==> config.mk <==
export PLATFORM = sky130hd
export DESIGN_NAME = store_serializer
export DESIGN_NICKNAME = d
export VERILOG_FILES = /design/src/rtl/store_serializer.sv
export SDC_FILE = /design/constraint.sdc
export NUM_CORES = 1
export LEC_CHECK = 0
export BUFFER_PORTS_ARGS = -buffer_cell sky130_fd_sc_hd__clkbuf_2
export CELL_PAD_IN_SITES_DETAIL_PLACEMENT = 1
export CELL_PAD_IN_SITES_GLOBAL_PLACEMENT = 2
export CORE_ASPECT_RATIO = 2
export CORE_MARGIN = 2
export CORE_UTILIZATION = 31
export CTS_CLUSTER_SIZE = 30
export DETAILED_ROUTE_END_ITERATION = 7
export GPL_TIMING_DRIVEN = 1
export PLACE_DENSITY = 0.88
export SLEW_MARGIN = 20
export SYNTH_ARGS = -nofsm -noshare
export SYNTH_HDL_FRONTEND = slang
export SYNTH_SLANG_ARGS = --single-unit
==> constraint.sdc <==
create_clock -name clk -period 6.85 [get_ports clk]
set_input_delay 1.7125 -clock clk [delete_from_list [all_inputs] [get_ports clk]]
set_output_delay 1.7125 -clock clk [all_outputs]
set_load 0.005 [all_outputs]
==> src/rtl/store_serializer.sv <==
// store_serializer
// Breaks a byte/half/word store into single-byte writes to a byte-wide memory,
// little-endian, one byte per mem_we && mem_ready handshake.
//
// Ports
//   clk, rst_n            clock, asynchronous active-low reset
//   req_valid/req_ready   request handshake; ready only in IDLE
//   req_addr/data/size    store address, register value, size (00 B, 01 H, 10 W, 11 illegal)
//   mem_we/addr/wdata     byte write to memory, qualified by mem_ready
//   mem_ready             memory accepts the current byte
//   done / err            one-cycle completion / rejection pulses
//   busy                  high whenever not IDLE
module store_serializer #(
   parameter int ADDR_W = 32
) (
   input  logic              clk,
   input  logic              rst_n,
   input  logic              req_valid,
   output logic              req_ready,
   input  logic [ADDR_W-1:0] req_addr,
   input  logic [31:0]       req_data,
   input  logic [1:0]        req_size,
   output logic              mem_we,
   output logic [ADDR_W-1:0] mem_addr,
   output logic [7:0]        mem_wdata,
   input  logic              mem_ready,
   output logic              done,
   output logic              err,
   output logic              busy
);

   typedef enum logic [1:0] {
      S_IDLE  = 2'd0,
      S_WRITE = 2'd1,
      S_DONE  = 2'd2,
      S_ERR   = 2'd3
   } state_e;

   state_e            state_q, state_d;
   logic [ADDR_W-1:0] addr_q, addr_d;
   logic [31:0]       data_q, data_d;
   logic [1:0]        idx_q, idx_d;
   logic [2:0]        n_q, n_d;
   // Keeps req_ready low while in reset and until the first edge after release.
   logic              live_q;

   logic              legal;
   logic [2:0]        n_req;
   logic              last_byte;

   // Size decode and alignment check of the incoming request.
   always_comb begin
      legal = 1'b0;
      n_req = 3'd0;
      case (req_size)
         2'b00: begin legal = 1'b1;                n_req = 3'd1; end
         2'b01: begin legal = ~req_addr[0];        n_req = 3'd2; end
         2'b10: begin legal = (req_addr[1:0] == 2'b00); n_req = 3'd4; end
         default: begin legal = 1'b0;              n_req = 3'd0; end
      endcase
   end

   assign last_byte = ({1'b0, idx_q} == (n_q - 3'd1));

   always_comb begin
      state_d = state_q;
      addr_d  = addr_q;
      data_d  = data_q;
      idx_d   = idx_q;
      n_d     = n_q;
      case (state_q)
         S_IDLE: begin
            if (req_valid && req_ready) begin
               addr_d  = req_addr;
               data_d  = req_data;
               n_d     = n_req;
               idx_d   = 2'd0;
               state_d = legal ? S_WRITE : S_ERR;
            end
         end
         S_WRITE: begin
            if (mem_ready) begin
               idx_d = idx_q + 2'd1;
               if (last_byte) state_d = S_DONE;
            end
         end
         S_DONE:  state_d = S_IDLE;
         S_ERR:   state_d = S_IDLE;
         default: state_d = S_IDLE;
      endcase
   end

   always_ff @(posedge clk or negedge rst_n) begin
      if (!rst_n) begin
         state_q <= S_IDLE;
         addr_q  <= '0;
         data_q  <= '0;
         idx_q   <= '0;
         n_q     <= '0;
         live_q  <= 1'b0;
      end else begin
         state_q <= state_d;
         addr_q  <= addr_d;
         data_q  <= data_d;
         idx_q   <= idx_d;
         n_q     <= n_d;
         live_q  <= 1'b1;
      end
   end

   // Outputs are pure decodes of registered state, so the address and byte
   // stay put for as long as the memory stalls.
   always_comb begin
      req_ready = live_q && (state_q == S_IDLE);
      busy      = (state_q != S_IDLE);
      done      = (state_q == S_DONE);
      err       = (state_q == S_ERR);
      mem_we    = 1'b0;
      mem_addr  = '0;
      mem_wdata = 8'h00;
      if (state_q == S_WRITE) begin
         mem_we   = 1'b1;
         mem_addr = addr_q + ADDR_W'(idx_q);
         case (idx_q)
            2'd0:    mem_wdata = data_q[7:0];
            2'd1:    mem_wdata = data_q[15:8];
            2'd2:    mem_wdata = data_q[23:16];
            default: mem_wdata = data_q[31:24];
         endcase
      end
   end

endmodule

* Yosys cells after proc, flatten, opt, wreduce, memory -nomap -nowiden
Cells that the tools add are included.
Storage, ports and cells: bits in registers 72, bits in latches 0, bits in writable memories 0, memory bits (read-only) 0, input port bits 70, output and inout bits 45, logic and storage cells 47, memories 0
Cells by class: add/sub/neg operators 3, multiply operators 0, divide/modulo/power cells 0, order comparisons 0, eq/ne operators 11, shift-type cells 0, multiplexer cells 14, bitwise operators 1, reductions and logical operators 12
Operators with widths (number):
- $add A32 B2 Y32 | 1
- $mux W32 | 1
- $pmux W8 S3 | 1
- $mux W2 | 6
- $pmux W3 S3 | 1
- $eq A2 B2 Y1 const B | 4
- $logic_not A2 Y1 | 4
- $mux W8 | 1
- $eq A2 B1 Y1 const B | 3
- $ne A2 B2 Y1 const B | 3
- $pmux W2 S3 | 1
- $reduce_and A3 Y1 | 2
- $pmux W2 S2 | 1
- $reduce_bool A2 Y1 | 2
- $eq A2 B3 Y1 | 1
- $pmux W1 S3 | 1
- $sub A3 B1 Y3 const B | 1
- $add A2 B1 Y2 const B | 1
- $logic_and A1 B1 Y1 | 2
- $reduce_and A2 Y1 | 1
- $reduce_or A2 Y1 | 1
- $mux W1 | 1
- $not A1 Y1 | 1

* Depth between registers and ports, before layout
depth after elaboration 5, gate-level depth with buffers 7, depth with buffers taken out 6

* Least setup slack after synthesis
No wires, ideal clock.
path type reg-to-output, start register idx_q[0], end output mem_addr[22], arrival 2.154 ns, path slack 2.984 ns, stages on the path, launching flop included 8, cell sequence dfrtp_1 > ha_1 > fa_1 > nand4_4 > or3_1 > buf_2 > or4_1 > a21oi_1
Between the ends: longest elaborated chain between the ends 2
Ends and longest elaborated chain:
- from (decl) | line 42 | logic [1:0] idx_q, idx_d;
- from (signal assigned) | line 105 | idx_q <= idx_d;
- $add A32 B2 Y32 | line 123 | mem_addr = addr_q + ADDR_W'(idx_q);
- $mux W32 | line 121 | if (state_q == S_WRITE) begin
- to (decl) | line 24 | output logic [ADDR_W-1:0] mem_addr,
Every way passes these cells.

* Worst setup path after layout
start register idx_q[1], end output mem_addr[27]
Same word-level chain as after synthesis.

==> results by group <==
Outcome
  • Status: completed

Synthesis
  • Synthesized cell area: 3910 µm²
  • Most used DFF post-synth: dfrtp_1
  • Top-count cell post-synth: nand2_1
  • Syn nets: 575
  • Ys async rst share: 1.00
  • Most instantiated cells after synthesis: nand2_1 (197), dfrtp_1 (72), nor2_1 (31)
  • Top cells by area, synth: dfrtp_1 (46%), nand2_1 (19%), a21oi_1 (3.5%)
  • Yosys reg bits: 72
  • Synth top area share: 0.461
  • Seq/Total Area, Yosys: 0.461
  • Syn Inst Count: 497
  • Synth Area per Inst: 7.87 µm²
  • Synth warn: 0
  • Distinct cells, synth: 38
  • Post-synth EDFFs: 0
  • Area leader, netlist: dfrtp_1

Pwr
  • Peak supply drop: 0.219 mV
  • Psw: 0.847 mW
  • Pwr per Cell Area: 438 nW/µm²
  • Clk pwr share: 0.252
  • Sw Ratio: 0.393
  • Leak: 2.47 nW
  • Seq pwr share: 0.372
  • Cell Int Power: 1.31 mW
  • Combinational share of power: 0.376

Setup path
  • Startpoint Class: register
  • Setup crit start: idx_q[1]$_DFFE_PN0P_
  • Worst Path Max Fanout: 18
  • Worst reg2reg setup slack: 4850 ps
  • Critical Path RT: 5140 ps
  • RR Startpoint: state_q[0]$_DFFE_PN0P_
  • Crit end category: primary output
  • R2r worst-path depth: 5
  • Critical Path Sink: mem_addr[27]
  • Data arrival, critical path: 2910 ps
  • R2R Path End: addr_q[8]$_DFFE_PN0P_
  • Setup CP Type: register to primary output

Timing
  • Post-route minimum period: 4620 ps
  • Max Freq: 0.216 GHz
  • Period utilization: 0.675
  • Setup violators final: 0
  • Worst relative slew slack: 0.365
  • Max Slew Vio Count: 0
  • Max Clock Skew: 8.40 ps
  • Unrepaired setup endpoints after global routing: no
  • Setup TNS: 0 ps
  • Hold Fails Final Rpt: 0
  • Slew @ Worst Pin: 952 ps

Cells and area
  • Final #Nets: 673
  • Layout cells sized above 1: 0.230
  • Fill count: 1578
  • Synthesis-to-finish area growth: 26.0%
  • Non-Filler Instances: 750
  • # diodes: 0

Routing
  • Routed wl met3: 521 µm
  • DRT iter0 DRCs: 186
  • ANT nets after route: 0
  • # DRC: 0
  • Via count: 3716
  • Final wirelength: 11.5 mm
  • Metal2 WL: 5.48 mm
  • Routed vias/inst: 4.95
  • WL/cell: 15.4 µm
  • DR top layer: met4
  • Met1 wire length: 5.42 mm
  • Pre-antenna DRT Iters: 6

Die
  • Ports: 115
  • # rows: 58
  • Initial Utilization: 0.315
  • Die W: 83.4 µm
  • Die footprint: 13600 µm²
  • Die Y: 163 µm
  • Core Region: 12400 µm²

Global route
  • Global Route Usage Sum: 0.177
  • Vias in the first global route: 3971
  • Final global-route overflow total: 0
  • Largest net degree at the start of global routing: 76
  • Global-route wire length before repair: 19.5 mm
  • Initial antenna violation count: 0

Place
  • GP Congestion: 0.747
  • DP Cell Count: 734
  • Dpl hpwl: 7.87 mm
  • Port Buffer Count: 114

Clocking
  • Clock Path Buffers: 2
  • H-tree level count: 3
  • CTS Buf Count: 9
  • Clock root buffer: clkbuf_16
  • Setup Fix Bufs, Post-CTS: 0
  • Clock sinks: 72
  • # resized after CTS: 0
  • CTS tree: done
  • Clock transition at path regs: 60 ps
  • # hold bufs at CTS: 0
  • Clock Latency Late Sink: 330 ps

Min path
  • Hold Path Cell Cnt: 2
  • Min-Delay Path Class: register to register
  • Worst Hold Launch: data_q[5]$_DFFE_PN0P_

Run
  • Max Cap Violations: 0
==> cell type report <==
type,instances,area [µm²],share of cell area
Tap cell,150,188,0.0381
Multi-Input combinational cell,382,1950,0.395
Timing Repair Buffer,117,596,0.121
Sequential cell,72,1800,0.366
Clock buffer,9,225,0.0457
Inverter,13,48.8,0.00991
Clock inverter,7,120,0.0244
==> worst max-delay path: stages (launching register included) <==
cell and delay (ps):
dfrtp_1 480, ha_1 320, a21oi_1 150, or4_1 830, or4_1 520, a21oi_1 160, clkbuf_2 130
==> power by group through the flow <==
stage          Combinational, mW  Clock (mW)  Sequential (mW)
3_5_place_dp               0.821           0            0.808
6_report                   0.810       0.544            0.802
4_1_cts                    0.828       0.558            0.803
2_1_floorplan              0.535           0            0.759
3_3_place_gp               0.800           0            0.798
5_1_grt                    0.932       0.578            0.836
==> how the worst min path moves through the flow <==
stage / slack (ps) / to
after floorplan: 450 / data_q[10]$_DFFE_PN0P_
after global placement: 460 / data_q[22]$_DFFE_PN0P_
after detailed placement: 460 / data_q[9]$_DFFE_PN0P_
after CTS: 480 / data_q[5]$_DFFE_PN0P_
after global routing: 510 / data_q[20]$_DFFE_PN0P_
final: 480 / data_q[5]$_DFFE_PN0P_
==> metrics by stage <==
stage                     hold WS, ps  utilization  instance area (µm²)  total power, mW  worst slack, ps
after floorplan                   445            -                 3910             1.29             2980
after global placement            458        0.369                 4580             1.60             2640
after detailed placement          462        0.369                 4580             1.63             2550
after CTS                         480        0.397                 4920             2.19             2190
after global routing              505        0.397                 4920             2.35             2050
final                             476        0.397                 4920             2.16             2230
==> sequential cells by signal, summed over array words and instances, names as in the netlist <==
register	count
addr_q	32
data_q	32
state_q	2
idx_q	2
n_q	3
live_q	1
==> kinds of logic after synthesis <==
kind of cell,Yosys count,share of synthesized area
AOI/OAI and AO/OA,65,0.103
xor gates and xnor gates,13,0.0291
adders and majority gates,8,0.0275
buffers and inverters,43,0.0426
DFF,72,0.461
muxes,2,0.00512
other,1,0.000959
and+or+nand+nor,293,0.331
==> routing by layer <==
layer / GRT usage / vias up
met5: 0 / -
met4: 0.0462 / 0
met3: 0.0335 / 8
met2: 0.299 / 101
met1: 0.231 / 1766
li1: - / 1841
==> cells in the final DEF, fill, tap and decap left out, drive strengths merged, types with 3 or more instances in the layout <==
cell    synthesis  routed
a21oi          27      27
xnor2          11      11
and2            6       6
o21ai          16      16
nor3            4       4
clkbuf         25     122
and4            3       3
dfrtp          72      72
nor4            5       5
a222oi          8       8
ha              7       7
inv            13      13
buf             5       4
or4            11      11
bufinv          0       3
or3             9       9
nand4           3       3
nand3          13      13
o31ai          10      10
nor2           31      31
clkinv          0       3
nand2         197     197
nand2b          4       4
Note: power is estimated with default switching activity, not from simulation.
